File: config.mk
export PLATFORM = sky130hd
export DESIGN_NAME = wb_ram_arbiter
export DESIGN_NICKNAME = d
export VERILOG_FILES = /design/src/rtl/wb_ram_arbiter.sv
export SDC_FILE = /design/constraint.sdc
export NUM_CORES = 1
export LEC_CHECK = 0
export ABC_AREA = 0
export BUFFER_PORTS_ARGS = -buffer_cell sky130_fd_sc_hd__buf_2
export CAP_MARGIN = 25
export CORE_AREA = 2 2 138 140
export DETAILED_ROUTE_END_ITERATION = 8
export DIE_AREA = 0 0 140 142
export SYNTH_ARGS = -nofsm -noshare
export SYNTH_HDL_FRONTEND = slang
export SYNTH_SLANG_ARGS = --single-unit
File: constraint.sdc
create_clock -name clk -period 5.4 [get_ports clk]
set_clock_uncertainty 0.15 [all_clocks]
set_input_delay 0.54 -clock clk [delete_from_list [all_inputs] [get_ports clk]]
set_output_delay 0.54 -clock clk [all_outputs]
set_load 0.05 [all_outputs]
File: src/rtl/wb_ram_arbiter.sv
// rtl/wb_ram_arbiter.sv - three-master Wishbone arbiter for the shared user-RAM slave port
module wb_ram_arbiter #(
  parameter int ROUND_ROBIN = 1,
  parameter int TIMEOUT     = 255
) (
  input  logic        clk,
  input  logic        rst,
  input  logic [2:0]  m_cyc,
  input  logic [2:0]  m_stb,
  input  logic [2:0]  m_we,
  input  logic [11:0] m_sel,
  input  logic [95:0] m_adr,
  input  logic [95:0] m_dat_w,
  output logic [2:0]  m_ack,
  output logic [2:0]  m_err,
  output logic [31:0] m_dat_r,
  output logic        s_cyc,
  output logic        s_stb,
  output logic        s_we,
  output logic [3:0]  s_sel,
  output logic [31:0] s_adr,
  output logic [31:0] s_dat_w,
  input  logic        s_ack,
  input  logic [31:0] s_dat_r,
  output logic [2:0]  grant
);

  typedef enum logic {IDLE, BUSY} state_t;

  localparam logic [7:0] TMO_LAST = 8'(TIMEOUT - 1);
  localparam logic [7:0] TMO_MAX  = 8'(TIMEOUT);

  state_t      state;
  logic [1:0]  last;
  logic [7:0]  timer;
  logic [2:0]  req;
  logic [1:0]  win_idx;
  logic [1:0]  g_idx;
  logic [1:0]  c1, c2;
  logic        busy;
  logic        timeout_hit;
  logic [3:0]  sel_g;
  logic [31:0] adr_g, dat_g;

  function automatic logic [1:0] next3(input logic [1:0] x);
    return (x == 2'd2) ? 2'd0 : x + 2'd1;
  endfunction

  assign req  = m_cyc & m_stb;
  assign busy = (state == BUSY);
  assign c1   = next3(last);
  assign c2   = next3(c1);

  always_comb begin
    win_idx = 2'd0;
    if (ROUND_ROBIN != 0) begin
      if (req[c1])      win_idx = c1;
      else if (req[c2]) win_idx = c2;
      else              win_idx = last;
    end else begin
      if (req[0])       win_idx = 2'd0;
      else if (req[1])  win_idx = 2'd1;
      else              win_idx = 2'd2;
    end
  end

  assign g_idx = grant[2] ? 2'd2 : (grant[1] ? 2'd1 : 2'd0);

  always_comb begin
    sel_g = m_sel[3:0];
    adr_g = m_adr[31:0];
    dat_g = m_dat_w[31:0];
    case (g_idx)
      2'd1: begin
        sel_g = m_sel[7:4];
        adr_g = m_adr[63:32];
        dat_g = m_dat_w[63:32];
      end
      2'd2: begin
        sel_g = m_sel[11:8];
        adr_g = m_adr[95:64];
        dat_g = m_dat_w[95:64];
      end
      default: ;
    endcase
  end

  // Slave side is a pure mux on the registered grant; everything is zero while idle.
  assign s_cyc   = busy & m_cyc[g_idx];
  assign s_stb   = busy & m_stb[g_idx];
  assign s_we    = busy & m_we[g_idx];
  assign s_sel   = busy ? sel_g : 4'd0;
  assign s_adr   = busy ? adr_g : 32'd0;
  assign s_dat_w = busy ? dat_g : 32'd0;

  assign timeout_hit = busy & (timer == TMO_LAST);
  assign m_ack   = (busy & s_ack) ? grant : 3'd0;
  assign m_err   = (busy & ~s_ack & m_cyc[g_idx] & timeout_hit) ? grant : 3'd0;
  assign m_dat_r = busy ? s_dat_r : 32'd0;

  always_ff @(posedge clk) begin
    if (rst) begin
      state <= IDLE;
      grant <= 3'd0;
      last  <= 2'd2;
      timer <= 8'd0;
    end else begin
      case (state)
        IDLE: begin
          if (|req) begin
            grant <= 3'b001 << win_idx;
            state <= BUSY;
            timer <= 8'd0;
          end
        end
        BUSY: begin
          // Completion, abort and timeout all release the port the same way.
          if (s_ack || !m_cyc[g_idx] || timeout_hit) begin
            state <= IDLE;
            grant <= 3'd0;
            last  <= g_idx;
          end else if (timer != TMO_MAX) begin
            timer <= timer + 8'd1;
          end
        end
        default: state <= IDLE;
      endcase
    end
  end

endmodule

==> flow_metrics.tcl, run 1 <==
set metrics [dict create \
    root_buffer "clkbuf_16" \
    die_h_um 142 \
    gp_congestion 0.837 \
    final_common_cell "buf_2" \
    slew_headroom_pct 48.7 \
    routed_wl_um 13000 \
    antenna_found_initial 1 \
    finalCriticalPeriod_ns 3.28 \
    yosysWarnings 0 \
    grtUsageTotal_pct 11.5 \
    synthesis.nets 704 \
    start_util_pct 15.1 \
    postRouteAntennaNets 0 \
    drc_errors 14 \
    power.density_nw_per_um2 188 \
    die-area_um2 19900 \
    core_area_um2 18500 \
    final.fill_count 2057 \
    peakVddDrop_mv 0.0859 \
    ioPinCount 360 \
    mostFrequentLayoutCells "buf_2, nor2_1, a21oi_1, mux2i_1, and2_1" \
    cts_tree "yes" \
    synth_cells 454 \
    leakage_nw 2.52 \
    crit_required_ns 4.71 \
    place_inst 1011 \
    cp-start-kind "flop" \
    hold_buffers 0 \
    grt_overflow_total 0 \
    grt_max_degree 85 \
    via_per_inst 4.28 \
    synth.ff_latch_count 14 \
    post-route-period-util_pct 60.8 \
    hp-class "flop to flop" \
    fin_hold_ws_ns 0.332 \
    end_kind "output port" \
    ys_seq_area_share_pct 10.1 \
    rsz0062_at_grt "false" \
    postSynth.asyncResetShare_pct 0 \
    drive_gt1_share_pct 47.8 \
    cap_violations 0 \
    rows 50 \
    arrival_ns 2.59 \
    path_clk_slew_ns 0.05 \
    worst_slew_pin_slew_ns 0.769 \
    critical_path_class "flop to output port" \
    finalHoldViolations 0 \
    outcome "finished, violations left" \
    dr.first_iter.drc_count 276 \
    violations "design-rule violations" \
    synth-edff-count 0 \
    drv_slew 0 \
    path_max_fanout 42 \
    postCtsSetupBuffers 0 \
    synth_area_um2 2780 \
    avgSynthCellArea_um2 6.13 \
    die_x_um 140 \
    area_delta_synth_final_pct 73.9 \
    wl_per_cell_um 12.8 \
    instances_no_fill 1017 \
    first_pass_iters 8 \
    synth.distinct_cells 41 \
    setup_violations 0 \
    io_buffers 359 \
    final_nets 1033 \
    clk_latency_ns 0.25 \
    clockBufferDepth 2 \
    max_freq_mhz 305 \
    synth_top_flop_cell "dfxtp_1" \
    vias 4353 \
    dp_hpwl_um 10400 \
    cts.repair.resized 0 \
    grt_pass1_wl_um 19000 \
    setup_tns_ns 0 \
    cts_inserted_buffers 3 \
    cts.sinks 14 \
    h-tree-depth 1 \
    grt_pass1_vias 3887 \
]
==> per-stage QoR <==
step                      setup slack [ns]  total power [mW]  cell area, um2  util (%)
final                                 2.12             0.910            4840      26.2
after global routing                  1.95             0.967            4840      26.2
after CTS                             1.84             0.912            4820      26.1
after detailed placement              1.91             0.767            4740      25.7
after global placement                2.00             0.763            4740      25.7
after floorplan                       1.83             0.575            2780         -
==> cell usage after synthesis, drive strengths merged, types with 2 or more instances <==
library cell	instances	share of area, %
ha	2	0.90
nand3	12	2.2
inv	5	0.67
or3	3	0.67
a21oi	76	14
and3	5	1.1
or2	2	0.45
clkbuf	30	4.0
buf	9	1.7
o21ai	5	0.90
nand2	9	1.5
o311ai	2	1.3
o31ai	3	0.81
dfxtp	14	10
nand4	2	0.45
nor2	147	20
nand3b	2	0.54
mux2i	72	26
nor3	2	0.36
and2	36	8.1
==> kinds of logic (layout without fill, tap and decap cells) <==
family | Yosys count | count (layout) | synth area share, %
buffers and inverters | 44 | 372 | 6.38
and+or+nand+nor | 227 | 227 | 37.2
AOI/OAI and AO/OA | 95 | 95 | 19.6
muxes | 72 | 72 | 25.9
other | 0 | 1 | 0
adders and majority gates | 2 | 2 | 0.899
DFF | 14 | 14 | 10.1
==> report_power, final <==
part / switching (mW) / internal [mW] / leakage, nW
combinational: 0.434 / 0.196 / 2.37
clock: 0.0436 / 0.0998 / 0.0382
sequential: 0.0267 / 0.109 / 0.115
==> worst paths after layout <==
check / startpoint / to / slack, ns / cells after the start
setup / recovery: grant[1]$_SDFFE_PP0P_ / s_sel[3] / 2.12 / 6
hold / removal: timer[0]$_SDFFE_PP0P_ / timer[0]$_SDFFE_PP0P_ / 0.33 / 2
setup reg to reg: busy$_SDFF_PP0_ / timer[4]$_SDFFE_PP0P_ / 2.51 / 7
hold reg to reg: timer[0]$_SDFFE_PP0P_ / timer[0]$_SDFFE_PP0P_ / 0.33 / 2
==> critical path, stage by stage (launching register included) <==
cell     delay, ns
dfxtp_4       0.75
buf_4         0.68
mux2i_1       0.25
nor2_1        0.08
a21oi_1       0.24
nor2_1        0.06
buf_2         0.23
==> registers in the layout (all words and copies together), names as in the netlist <==
| signal | cells |
|---|---|
| busy | 1 |
| last | 2 |
| timer | 8 |
| grant | 3 |
==> layout make-up <==
class / instances / area [um2] / area share, %
timing repair buffer: 363 / 1830 / 37.9
clock buffer: 4 / 78.8 / 1.63
sequential: 14 / 288 / 5.95
antenna: 1 / 2.50 / 0.0517
multi-input combinational: 396 / 2320 / 48.0
inverter: 5 / 18.8 / 0.388
tap: 234 / 293 / 6.05
==> per-layer routing <==
metal | vias to the layer above | GRT usage (%) | routed length [um]
met5 | - | 0 | 0
met4 | 0 | 2.60 | 170
met1 | 1884 | 14.0 | 5230
met2 | 229 | 21.7 | 6510
met3 | 15 | 1.48 | 1070
li1 | 2225 | - | -
(Power assumes the default switching activity.)
==> inputs of run 2 (changes only) <==
--- a/config.mk
+++ b/config.mk
@@ -5,7 +5,7 @@
 export SDC_FILE = /design/constraint.sdc
 export NUM_CORES = 1
 export LEC_CHECK = 0
-export ABC_AREA = 0
+export ABC_AREA = 1
 export BUFFER_PORTS_ARGS = -buffer_cell sky130_fd_sc_hd__buf_2
 export CAP_MARGIN = 25
 export CORE_AREA = 2 2 138 140
==> constraint.sdc (replaced) <==
create_clock -name clk -period 3.25 [get_ports clk]
set_clock_uncertainty 0.15 [all_clocks]
set_input_delay 0.325 -clock clk [delete_from_list [all_inputs] [get_ports clk]]
set_output_delay 0.325 -clock clk [all_outputs]
set_load 0.05 [all_outputs]
==> flow_metrics.tcl, run 2 <==
set metrics [dict create \
    hp-class "primary input to flop" \
    setup_violations 0 \
    synth_top_area_share_pct 43.5 \
    fin_util_pct 27.7 \
    synth-edff-count 0 \
    finalHoldViolations 0 \
    reg2reg_depth 6 \
    yosysWarnings 0 \
    avgSynthCellArea_um2 4.48 \
    leakage_nw 3.69 \
    pre_cts_slack_ns 1.01 \
    fin_hold_ws_ns 0.211 \
    instances_no_fill 1241 \
    largest_register_ffs 8 \
    cap_violations 0 \
    rsz0062_at_grt "false" \
    critical_path_class "flop to output port" \
    dr.first_iter.drc_count 252 \
    synthTopCellsByCount "nand2_1, inv_1, nand3_1, nor2_1, buf_1" \
    critPathMaxStageDelay_ns 0.57 \
    path_clk_slew_ns 0.05 \
    synth.area.top_cells "nand2_1, inv_1, nand3_1" \
    vias 5099 \
    cp_slowest_cell "dfxtp_4" \
    p_total_mw 1.74 \
    r2r_start "busy$_SDFF_PP0_" \
    path_max_fanout 33 \
    cp-start-kind "flop" \
    antennaDiodeCount 0 \
    violations "design-rule violations" \
    outcome "finished, violations left" \
    cts.repair.resized 0 \
    worst_slew_pin_slew_ns 0.466 \
    drv_slew 0 \
    end_kind "output port" \
    rows 50 \
    ys_seq_area_share_pct 9.28 \
    postRouteAntennaNets 0 \
    dp_hpwl_um 11700 \
    timing.rr.end "grant[1]$_SDFFE_PP0P_" \
    first_pass_iters 8 \
    clockBufferDepth 2 \
    path_cells "buf_4 -> inv_2 -> nor3_1 -> buf_2" \
    grtUsageTotal_pct 13.4 \
    worst-path-buf-inv 3 \
    synth_cells 675 \
    antenna_found_initial 1 \
    clk_latency_ns 0.25 \
    die_h_um 142 \
    grt_overflow_total 0 \
    placed_cell_area_um2 5030 \
    reg2reg_slack_ns 1.22 \
    synthMostInstantiatedCell "nand2_1" \
    gp_congestion 0.838 \
    grt_pass1_wl_um 22100 \
    top_register "timer" \
    io_buffers 359 \
    synth_top_flop_cell "dfxtp_1" \
    slew_headroom_pct 68.9 \
    die_x_um 140 \
    area_delta_synth_final_pct 69.0 \
    final_common_cell "buf_2" \
    whs_path_depth 2 \
    core_area_um2 18500 \
    finalCriticalPeriod_ns 2.47 \
    root_buffer "clkbuf_16" \
    max_freq_mhz 405 \
    start_util_pct 16.4 \
    cts_tree "yes" \
    final_nets 1258 \
    setup_ws_ns 0.780 \
    min_to "timer[6]$_SDFFE_PP0P_" \
    postCtsSetupBuffers 0 \
    cp_top_family "buffers and inverters" \
    die-area_um2 19900 \
    routed_wl_um 14800 \
    post-route-period-util_pct 76.0 \
    synthesis.nets 925 \
    min_from "rst" \
    synth_top_area_cell "nand2_1" \
    ioPinCount 360 \
    peakVddDrop_mv 0.263 \
    grt_max_degree 72 \
    reg_top3 "timer x8, grant x3, last x2" \
    h-tree-depth 1 \
    drc_errors 25 \
    synth.distinct_cells 25 \
    synth.ff_latch_count 14 \
    hold_buffers 0 \
    synth_area_um2 3020 \
    crit_required_ns 2.77 \
    power.density_nw_per_um2 341 \
    drive_gt1_share_pct 37.7 \
    final.fill_count 2141 \
    cts.sinks 14 \
    final_area_um2 5110 \
    grt_pass1_vias 4522 \
    postSynth.asyncResetShare_pct 0 \
    place_inst 1237 \
    wl_per_cell_um 11.9 \
    cts_inserted_buffers 3 \
    mostFrequentLayoutCells "buf_2, nand2_1, inv_1, nand3_1, nor2_1" \
    arrival_ns 2.00 \
    setup_tns_ns 0 \
    via_per_inst 4.11 \
]
==> run 2: cell count changes after synthesis, moves of 4 or more <==
cell,delta
nand2_1,+342
and3_1,-5
inv_1,+118
a21oi_1,-64
buf_1,+18
clkbuf_1,-24
nand4_1,+4
nand3_1,+73
mux2i_1,-72
nor2_1,-124
and2_1,-36
==> run 2: logic make-up after synthesis <==
logic type / Yosys count / synth area share, %
xor gates and xnor gates: 4 / 1.16
and+or+nand+nor: 472 / 64.2
DFF: 14 / 9.28
buffers and inverters: 162 / 20.8
AOI/OAI and AO/OA: 21 / 3.73
adders and majority gates: 2 / 0.828
==> run 2: worst max-delay path by stage <==
stage                          start  cells past startpoint     to  slack, ns
3_5_place_dp         busy$_SDFF_PP0_                      4  s_cyc       1.01
2_1_floorplan  grant[1]$_SDFFE_PP0P_                      4  s_cyc       0.77
4_1_cts              busy$_SDFF_PP0_                      4  s_cyc       0.74
5_1_grt              busy$_SDFF_PP0_                      4  s_cyc       0.61
6_report             busy$_SDFF_PP0_                      4  s_cyc       0.78
3_3_place_gp         busy$_SDFF_PP0_                      4  s_cyc       1.07
==> run 2: power by group <==
group	total [mW]	switching, mW	internal [mW]
Combinational	1.29	0.912	0.374
Clock	0.242	0.0760	0.166
Sequential	0.211	0.0258	0.185
Total	1.74	1.01	0.725
==> run 2: cell type report <==
cell class                      instances  area [um2]  share of cell area (%)
Multi-Input combinational cell        499        2110                    41.4
Timing Repair Buffer                  365        1870                    36.6
Inverter                              125         469                    9.19
Tap cell                              234         293                    5.73
Sequential cell                        14         285                    5.59
Clock buffer                            4        78.8                    1.54
==> run 2: layer usage <==
layer  wire, um  vias up  part of all wire [%]  global-route usage [%]
met5          8        -                 0.054                       0
met4        116        2                  0.78                    1.44
met3       1110       15                   7.5                    2.29
met2       7300      214                    49                    25.0
met1       6290     2206                    42                    16.7
li1           -     2662                     -                       -
